**config.mk**
```make
export PLATFORM = sky130hd
export DESIGN_NAME = fpu_float_aux_pipe
export DESIGN_NICKNAME = d
export VERILOG_FILES = /design/src/rtl/fpu_float_aux_pipe.sv
export SDC_FILE = /design/constraint.sdc
export NUM_CORES = 1
export LEC_CHECK = 0
export BUFFER_PORTS_ARGS = -buffer_cell sky130_fd_sc_hd__buf_2
export CORE_AREA = 2 2 90 135
export CTS_CLUSTER_DIAMETER = 50
export DETAILED_ROUTE_END_ITERATION = 8
export DIE_AREA = 0 0 92 137
export PLACE_DENSITY = 0.79
export SLEW_MARGIN = 20
export SYNTH_ARGS = -nofsm -noshare
export SYNTH_HDL_FRONTEND = slang
export SYNTH_SLANG_ARGS = --single-unit
```
**constraint.sdc**
```tcl
create_clock -name clk_i -period 8.7 [get_ports clk_i]
set_clock_uncertainty 0.15 [all_clocks]
set_input_delay 1.305 -clock clk_i [delete_from_list [all_inputs] [get_ports clk_i]]
set_output_delay 1.305 -clock clk_i [all_outputs]
set_load 0.01 [all_outputs]
```
**src/rtl/fpu_float_aux_pipe.sv**
```systemverilog
`default_nettype none
// ============================================================================
// Module   : fpu_float_aux_pipe
// Desc     : Sign-injection / min-max / move writeback pipe with a
//            bubble-collapsing LATENCY_P-deep stage chain. Defining
//            FPU_FLOAT_AUX_PIPE_INVALID_EN adds the pipelined invalid_o flag.
// Revision : 1.0 - initial release
// ============================================================================
module fpu_float_aux_pipe #(
    parameter int E_P              = 8,
    parameter int M_P              = 23,
    parameter int DATA_WIDTH_P     = E_P + M_P + 1,
    parameter int REG_ADDR_WIDTH_P = 5,
    parameter int LATENCY_P        = 3
) (
    input  logic                        clk_i,
    input  logic                        reset_i,
    input  logic                        v_i,
    input  logic [2:0]                  op_i,
    input  logic [DATA_WIDTH_P-1:0]     a_i,
    input  logic [DATA_WIDTH_P-1:0]     b_i,
    input  logic [REG_ADDR_WIDTH_P-1:0] rd_i,
    output logic                        ready_o,
    output logic                        v_o,
    output logic [DATA_WIDTH_P-1:0]     result_o,
    output logic [REG_ADDR_WIDTH_P-1:0] rd_o,
    input  logic                        yumi_i,
`ifdef FPU_FLOAT_AUX_PIPE_INVALID_EN
    output logic                        invalid_o,
`endif
    output logic                        busy_o
);

    localparam logic [2:0] c_op_fsgnj    = 3'd0;
    localparam logic [2:0] c_op_fsgnjn   = 3'd1;
    localparam logic [2:0] c_op_fsgnjx   = 3'd2;
    localparam logic [2:0] c_op_fmin     = 3'd3;
    localparam logic [2:0] c_op_fmax     = 3'd4;
    localparam logic [2:0] c_op_fmv_w_x  = 3'd5;

    localparam logic [DATA_WIDTH_P-1:0] c_canon_nan =
        {1'b0, {E_P{1'b1}}, 1'b1, {(M_P-1){1'b0}}};

    // ------------------------------------------------------------------
    // Operand classification
    // ------------------------------------------------------------------
    logic           w_a_sign, w_b_sign;
    logic [E_P-1:0] w_a_exp,  w_b_exp;
    logic [M_P-1:0] w_a_man,  w_b_man;
    logic           w_a_nan,  w_b_nan;
    logic           w_a_lt_b, w_b_lt_a;

    assign w_a_sign = a_i[DATA_WIDTH_P-1];
    assign w_b_sign = b_i[DATA_WIDTH_P-1];
    assign w_a_exp  = a_i[DATA_WIDTH_P-2 -: E_P];
    assign w_b_exp  = b_i[DATA_WIDTH_P-2 -: E_P];
    assign w_a_man  = a_i[M_P-1:0];
    assign w_b_man  = b_i[M_P-1:0];
    assign w_a_nan  = (&w_a_exp) & (|w_a_man);
    assign w_b_nan  = (&w_b_exp) & (|w_b_man);

    // Sign-magnitude ordering; differing signs make -0 order below +0.
    function automatic logic f_lt(input logic [DATA_WIDTH_P-1:0] x,
                                  input logic [DATA_WIDTH_P-1:0] y);
        logic r;
        if (x[DATA_WIDTH_P-1] != y[DATA_WIDTH_P-1])
            r = x[DATA_WIDTH_P-1];
        else if (!x[DATA_WIDTH_P-1])
            r = (x[DATA_WIDTH_P-2:0] < y[DATA_WIDTH_P-2:0]);
        else
            r = (x[DATA_WIDTH_P-2:0] > y[DATA_WIDTH_P-2:0]);
        return r;
    endfunction

    assign w_a_lt_b = f_lt(a_i, b_i);
    assign w_b_lt_a = f_lt(b_i, a_i);

    // ------------------------------------------------------------------
    // Result selection
    // ------------------------------------------------------------------
    logic [DATA_WIDTH_P-1:0] w_result;

    always_comb begin
        w_result = a_i;
        case (op_i)
            c_op_fsgnj:   w_result = {w_b_sign,            a_i[DATA_WIDTH_P-2:0]};
            c_op_fsgnjn:  w_result = {~w_b_sign,           a_i[DATA_WIDTH_P-2:0]};
            c_op_fsgnjx:  w_result = {w_a_sign ^ w_b_sign, a_i[DATA_WIDTH_P-2:0]};
            c_op_fmin, c_op_fmax: begin
                if (w_a_nan && w_b_nan)
                    w_result = c_canon_nan;
                else if (w_a_nan)
                    w_result = b_i;
                else if (w_b_nan)
                    w_result = a_i;
                else if (op_i == c_op_fmin)
                    w_result = w_b_lt_a ? b_i : a_i;
                else
                    w_result = w_a_lt_b ? b_i : a_i;
            end
            c_op_fmv_w_x: w_result = a_i;
            default:      w_result = a_i;
        endcase
    end

`ifdef FPU_FLOAT_AUX_PIPE_INVALID_EN
    logic w_inv;
    assign w_inv = ((op_i == c_op_fmin) || (op_i == c_op_fmax)) &&
                   ((w_a_nan && !w_a_man[M_P-1]) || (w_b_nan && !w_b_man[M_P-1]));
`endif

    // ------------------------------------------------------------------
    // Bubble-collapsing stage chain
    // ------------------------------------------------------------------
    logic [LATENCY_P-1:0]        r_valid;
    logic [DATA_WIDTH_P-1:0]     r_result [LATENCY_P];
    logic [REG_ADDR_WIDTH_P-1:0] r_rd     [LATENCY_P];
    logic [LATENCY_P-1:0]        w_open;
    logic [LATENCY_P-1:0]        w_in_valid;
    logic [DATA_WIDTH_P-1:0]     w_in_result [LATENCY_P];
    logic [REG_ADDR_WIDTH_P-1:0] w_in_rd     [LATENCY_P];
    logic                        w_accept;
`ifdef FPU_FLOAT_AUX_PIPE_INVALID_EN
    logic [LATENCY_P-1:0]        r_inv;
    logic [LATENCY_P-1:0]        w_in_inv;
`endif

    // A stage can take new data if it is empty or its occupant leaves this cycle.
    always_comb begin : open_chain
        logic v_chain;
        v_chain = yumi_i;
        w_open  = '0;
        for (int k = LATENCY_P - 1; k >= 0; k--) begin
            v_chain   = ~r_valid[k] | v_chain;
            w_open[k] = v_chain;
        end
    end

    assign ready_o  = w_open[0] & ~reset_i;
    assign w_accept = v_i & ready_o;

    always_comb begin
        w_in_valid     = '0;
        w_in_valid[0]  = w_accept;
        w_in_result[0] = w_result;
        w_in_rd[0]     = rd_i;
`ifdef FPU_FLOAT_AUX_PIPE_INVALID_EN
        w_in_inv       = '0;
        w_in_inv[0]    = w_inv;
`endif
        for (int k = 1; k < LATENCY_P; k++) begin
            w_in_valid[k]  = r_valid[k-1];
            w_in_result[k] = r_result[k-1];
            w_in_rd[k]     = r_rd[k-1];
`ifdef FPU_FLOAT_AUX_PIPE_INVALID_EN
            w_in_inv[k]    = r_inv[k-1];
`endif
        end
    end

    always_ff @(posedge clk_i) begin
        if (reset_i) begin
            r_valid <= '0;
`ifdef FPU_FLOAT_AUX_PIPE_INVALID_EN
            r_inv   <= '0;
`endif
            for (int k = 0; k < LATENCY_P; k++) begin
                r_result[k] <= '0;
                r_rd[k]     <= '0;
            end
        end else begin
            for (int k = 0; k < LATENCY_P; k++) begin
                if (w_open[k]) begin
                    r_valid[k] <= w_in_valid[k];
                    if (w_in_valid[k]) begin
                        r_result[k] <= w_in_result[k];
                        r_rd[k]     <= w_in_rd[k];
`ifdef FPU_FLOAT_AUX_PIPE_INVALID_EN
                        r_inv[k]    <= w_in_inv[k];
`endif
                    end
                end
            end
        end
    end

    assign v_o      = r_valid[LATENCY_P-1];
    assign result_o = r_result[LATENCY_P-1];
    assign rd_o     = r_rd[LATENCY_P-1];
    assign busy_o   = |r_valid;
`ifdef FPU_FLOAT_AUX_PIPE_INVALID_EN
    assign invalid_o = r_inv[LATENCY_P-1];
`endif

`ifndef SYNTHESIS
    a_yumi_needs_valid: assert property (@(posedge clk_i) disable iff (reset_i)
                                         !(yumi_i && !v_o));
`endif

endmodule
`default_nettype wire
```
# --- Yosys cells after proc, flatten, opt, wreduce, memory -nomap -nowiden ---
# Memories as Yosys holds them, arrays and structs flattened.
# Index checks and enable logic that the tools add are counted.
totals:
  ff_bits: 3
  ramBits: 111
  output_inout_bits: 40
  word_cells: 73
  memories: 2
mem_list:
  columns: ["name", "words", "width", "read_ports", "rd_ports_with_merged_regs", "wr", "line_no", "source"]
  rows:
  - ["r_result", 3, 32, 3, 0, 3, "116", "logic [DATA_WIDTH_P-1:0] r_result [LATENCY_P];"]
  - ["r_rd", 3, 5, 3, 0, 3, "117", "logic [REG_ADDR_WIDTH_P-1:0] r_rd [LATENCY_P];"]
classes:
  magnitude_cmp: 4
  n_eq_ne: 6
  muxes: 31
  bitwise: 19
  n_reduce_logical: 8
ops:
  columns: ["op", "count"]
  rows:
  - ["two-way mux 32 bit", 9]
  - ["case mux 32 bit (4 select lines)", 1]
  - ["greater-than comparator 31 bit", 2]
  - ["less-than comparator 31 bit", 2]
  - ["OR reduction 23 bit", 2]
  - ["two-way mux 1 bit", 18]
  - ["AND reduction 8 bit", 2]
  - ["two-way mux 5 bit", 3]
  - ["bitwise OR 1 bit", 9]
  - ["equality test 3 x 2 -> 1 bit, second input constant", 2]
  - ["inverter 1 bit", 5]
  - ["bitwise AND 1 bit", 4]
  - ["equality test 3 x 1 -> 1 bit, second input constant", 1]
  - ["equality test 3 bit, second input constant", 1]
  - ["zero test 3 bit", 1]
  - ["OR reduction 3 bit", 1]
  - ["!= test 1 bit", 2]
  - ["OR reduction 2 bit", 1]
  - ["logical AND 1 bit", 1]
  - ["bitwise XOR 1 bit", 1]

# --- Depth between registers and ports, before layout ---
logic_depth:
  depth_word: 11
  mapped_depth: 12
  depth_no_buf: 10

# --- Worst setup path after synthesis ---
# No wires, ideal clock.
synth_path:
  path_kind: "input to register"
  start: "input port a_i[4]"
  end: "memory r_result[0][0] (netlist bit), data pin"
  setup_ns: 0.263
  arrival_time_ns: 3.549
  required_ns: 8.287
  slack_ns: 4.739
  stages: 12
  cell_sequence: "inv_1 -> ha_1 -> a211oi_2 -> nor2_1 -> o31a_1 -> o21a_1 -> or4_4 -> and4_4 -> buf_6 -> buf_6 -> o31ai_2 -> a21oi_1"
synth_rtl:
  columns: ["item", "line_no", "source"]
  rows:
  - ["start, declared", "20", "input logic [DATA_WIDTH_P-1:0] a_i,"]
  - ["end, declared", "116", null]

==> run metrics <==
Yosys reg bits=roughly 110; Cell Count Post-Placement=802; Layout Nets=780; final worst-path cycle share=between 50% and 60%; Worst Setup Path Type=in2reg; most common cell after layout, fill and taps aside=buf_2; status=finished, final reports clean; fin util=65.65%; post_cts resized=0; ys async rst share=0%; CTS Sinks=114; Startpoint Class=input port; Hold Violations, Final=0; CORE AREA=around 0.011 mm^2; largest net degree at the start of global routing=80; initial antenna violation count=0; Worst EP arrival=4.53 ns; Area contributors post-synth=edfxtp_1 51%, and2_1 7.6%, ha_1 6.3%; H-tree depth=4; most frequent cells in the layout=115 x buf_2, 111 x edfxtp_1, 79 x and2_1; maxcap violations=0; Crit path top cell by count=nand4_1; Die Ht=137 um; die area=approximately 0.013 mm^2; drt first-iter violations=about 330; Distinct cells, synth=48; Avg Cell Area, Syn=10.81 um^2; Max transition margin=27.57%; ratio of cells with drive above 1 in the final layout=between 20% and 30%; CTS tree=done; Pleak=approximately 3.2 nW; TNS Setup=0 ns; antenna cells=0; dominant cell type by area after synthesis=edfxtp_1; WP data required=8.69 ns; CP max-delay cell=nand4_1; Gate Count Post-Synth=602; post-cts hold buffer count=0; ANT nets after route=0; number of port buffers=around 120; Clock Pin Slew Worst Setup and Hold Paths=0.05 ns; Syn-to-layout area delta=15.16%; worst-path cell chain=buf_2 > inv_1 > ha_1 > nand4_1 > nor4_1 > nand3_1 > o21a_1 > o31ai_1 > nand4_1 > a31oi_1 > a21oi_1; GRT Util Overall=22.67%; Worst-Margin Slew=1.084 ns; Clock Tree Root=clkbuf_16; CP max FO=21; # rows=48; RSZ-0062 raised after global routing=no; Slew Limit Fails=0; Synth top area share=51.24%; First-pass DRT Iterations=7; Tmin final=around 4.5 ns; clock buffer count from CTS=17; count of non-filler cells in the finished layout=roughly 830; mapped cell area=roughly 0.0065 mm^2; clock latency on the worst-skew pair=approximately 0.4 ns; final setup margin=roughly 4.2 ns; Seq/Total Area, Yosys=52.16%; register-to-register setup slack=5.73 ns; Fillers=approximately 900; Worst path max stage delay=around 0.9 ns; Synth Flop Type=edfxtp_1; via count=around 4800; WL final=13.84 mm; io pins=around 120; pwr/cell area=just over 200 mW/mm^2; Hold Path Class=reg2reg; Fmax=220.0 MHz; global-route wire length before repair=21.97 mm; vias in the first global route=4694; Setup Viol. Count Final=0; Final GP Congestion=1.024; Synthesized Nets=711; DRC Markers=0; Via density=5.729; Post-synth EDFFs=between 100 and 150; pre-CTS setup slack=3.856 ns; Worst VDD drop=0.1277 mV; detailed-route wire length per cell=16.59 um; HPWL Detailed=9.967 mm; post-CTS setup buffers=0; Starting Density=57.01%; GR Overflow Total=0; Crit. End Element=register; Die Wd=about 92 um; clock buffer depth=2; number of synthesis warnings=0
[power breakdown]
group | switching, W | leakage [nW] | internal (W) | total, W
Clock | 0.000222 | 0.284 | 0.000443 | 0.000666
Sequential | 0.00000898 | 1.21 | 0.000653 | 0.000662
Combinational | 0.000123 | 1.68 | 0.0000731 | 0.000196
Total | 0.000354 | 3.18 | 0.00117 | 0.00152
[Yosys cell counts, types with 2 or more instances]
cell type,n
a211oi_1,5
a21boi_0,2
a21o_1,4
a21oi_1,35
a31oi_1,21
and2_1,79
and3_1,3
buf_2,4
buf_4,37
buf_6,3
clkbuf_1,26
dfxtp_1,3
edfxtp_1,111
ha_1,33
inv_1,35
mux2i_1,7
nand2_1,50
nand2b_1,4
nand3_1,6
nand4_1,12
nor2_1,23
nor3_1,6
nor4_1,13
o211ai_1,2
o21a_1,3
o21ai_0,27
o21bai_1,3
o221ai_1,2
o31ai_1,3
o31ai_2,20
o32ai_1,2
or3_1,2
[kinds of logic (layout without fill, tap and decap cells)]
logic type / after synthesis / in the layout / share of synthesized area [%]
simple gates: 206 / 206 / 17.08
compound gates: 135 / 135 / 14.52
flops: 114 / 114 / 52.16
buf+inv: 106 / 188 / 8.675
fa+ha+maj: 33 / 33 / 6.347
mux: 7 / 7 / 1.077
xor+xnor: 1 / 1 / 0.1347
[registers in the layout, indices dropped and copies added (netlist names)]
name	count
r_rd	15
r_result	96
r_valid	3
[area by class of cell]
cell class	count	area (um^2)	share of cell area [%]
sequential	114	3393	45.30
inverter	35	131.4	1.754
tap	150	187.7	2.505
timing repair buffer	121	620.6	8.285
clock inverter	13	142.6	1.904
clock buffer	19	432.9	5.779
multi-input combinational	382	2582	34.47
[through the flow]
step	area (um^2)	total power, W	hold slack (ns)
after global routing	7491	0.001576	0.3791
after floorplan	6505	0.0008077	0.3467
after detailed placement	6915	0.0008654	0.3514
final	7491	0.001523	0.3582
after CTS	7491	0.001529	0.3622
after global placement	6915	0.0008554	0.3476
[worst max-delay path, delay by kind of cell]
kind                       cells  cell delay (ns)
buffers and inverters          2             0.15
and+or+nand+nor                4             1.80
AOI/OAI and AO/OA              4             0.95
adders and majority gates      1             0.32
[worst paths after layout]
path / start / to / depth (start not counted)
min reg2reg: r_result[0][53]$_SDFFCE_PN0P_ / r_result[0][85]$_SDFFCE_PN0P_ / 1
max reg2reg: r_valid[2]$_SDFFE_PP0P_ / r_result[0][23]$_SDFFCE_PN0P_ / 6
min: r_result[0][53]$_SDFFCE_PN0P_ / r_result[0][85]$_SDFFCE_PN0P_ / 1
max: a_i[29] / r_result[0][16]$_SDFFCE_PN0P_ / 11
[metal layers]
metal	part of all wire, %	routed length [um]	global-route usage (%)	vias to the layer above
met1	37	5141	25.96	2191
met2	51	7106	39.50	250
met4	4.2	580	13.43	0
met5	0	0	0	-
met3	7.3	1007	4.185	51
li1	-	-	-	2286
No activity file was read; power rests on OpenSTA's default activity.
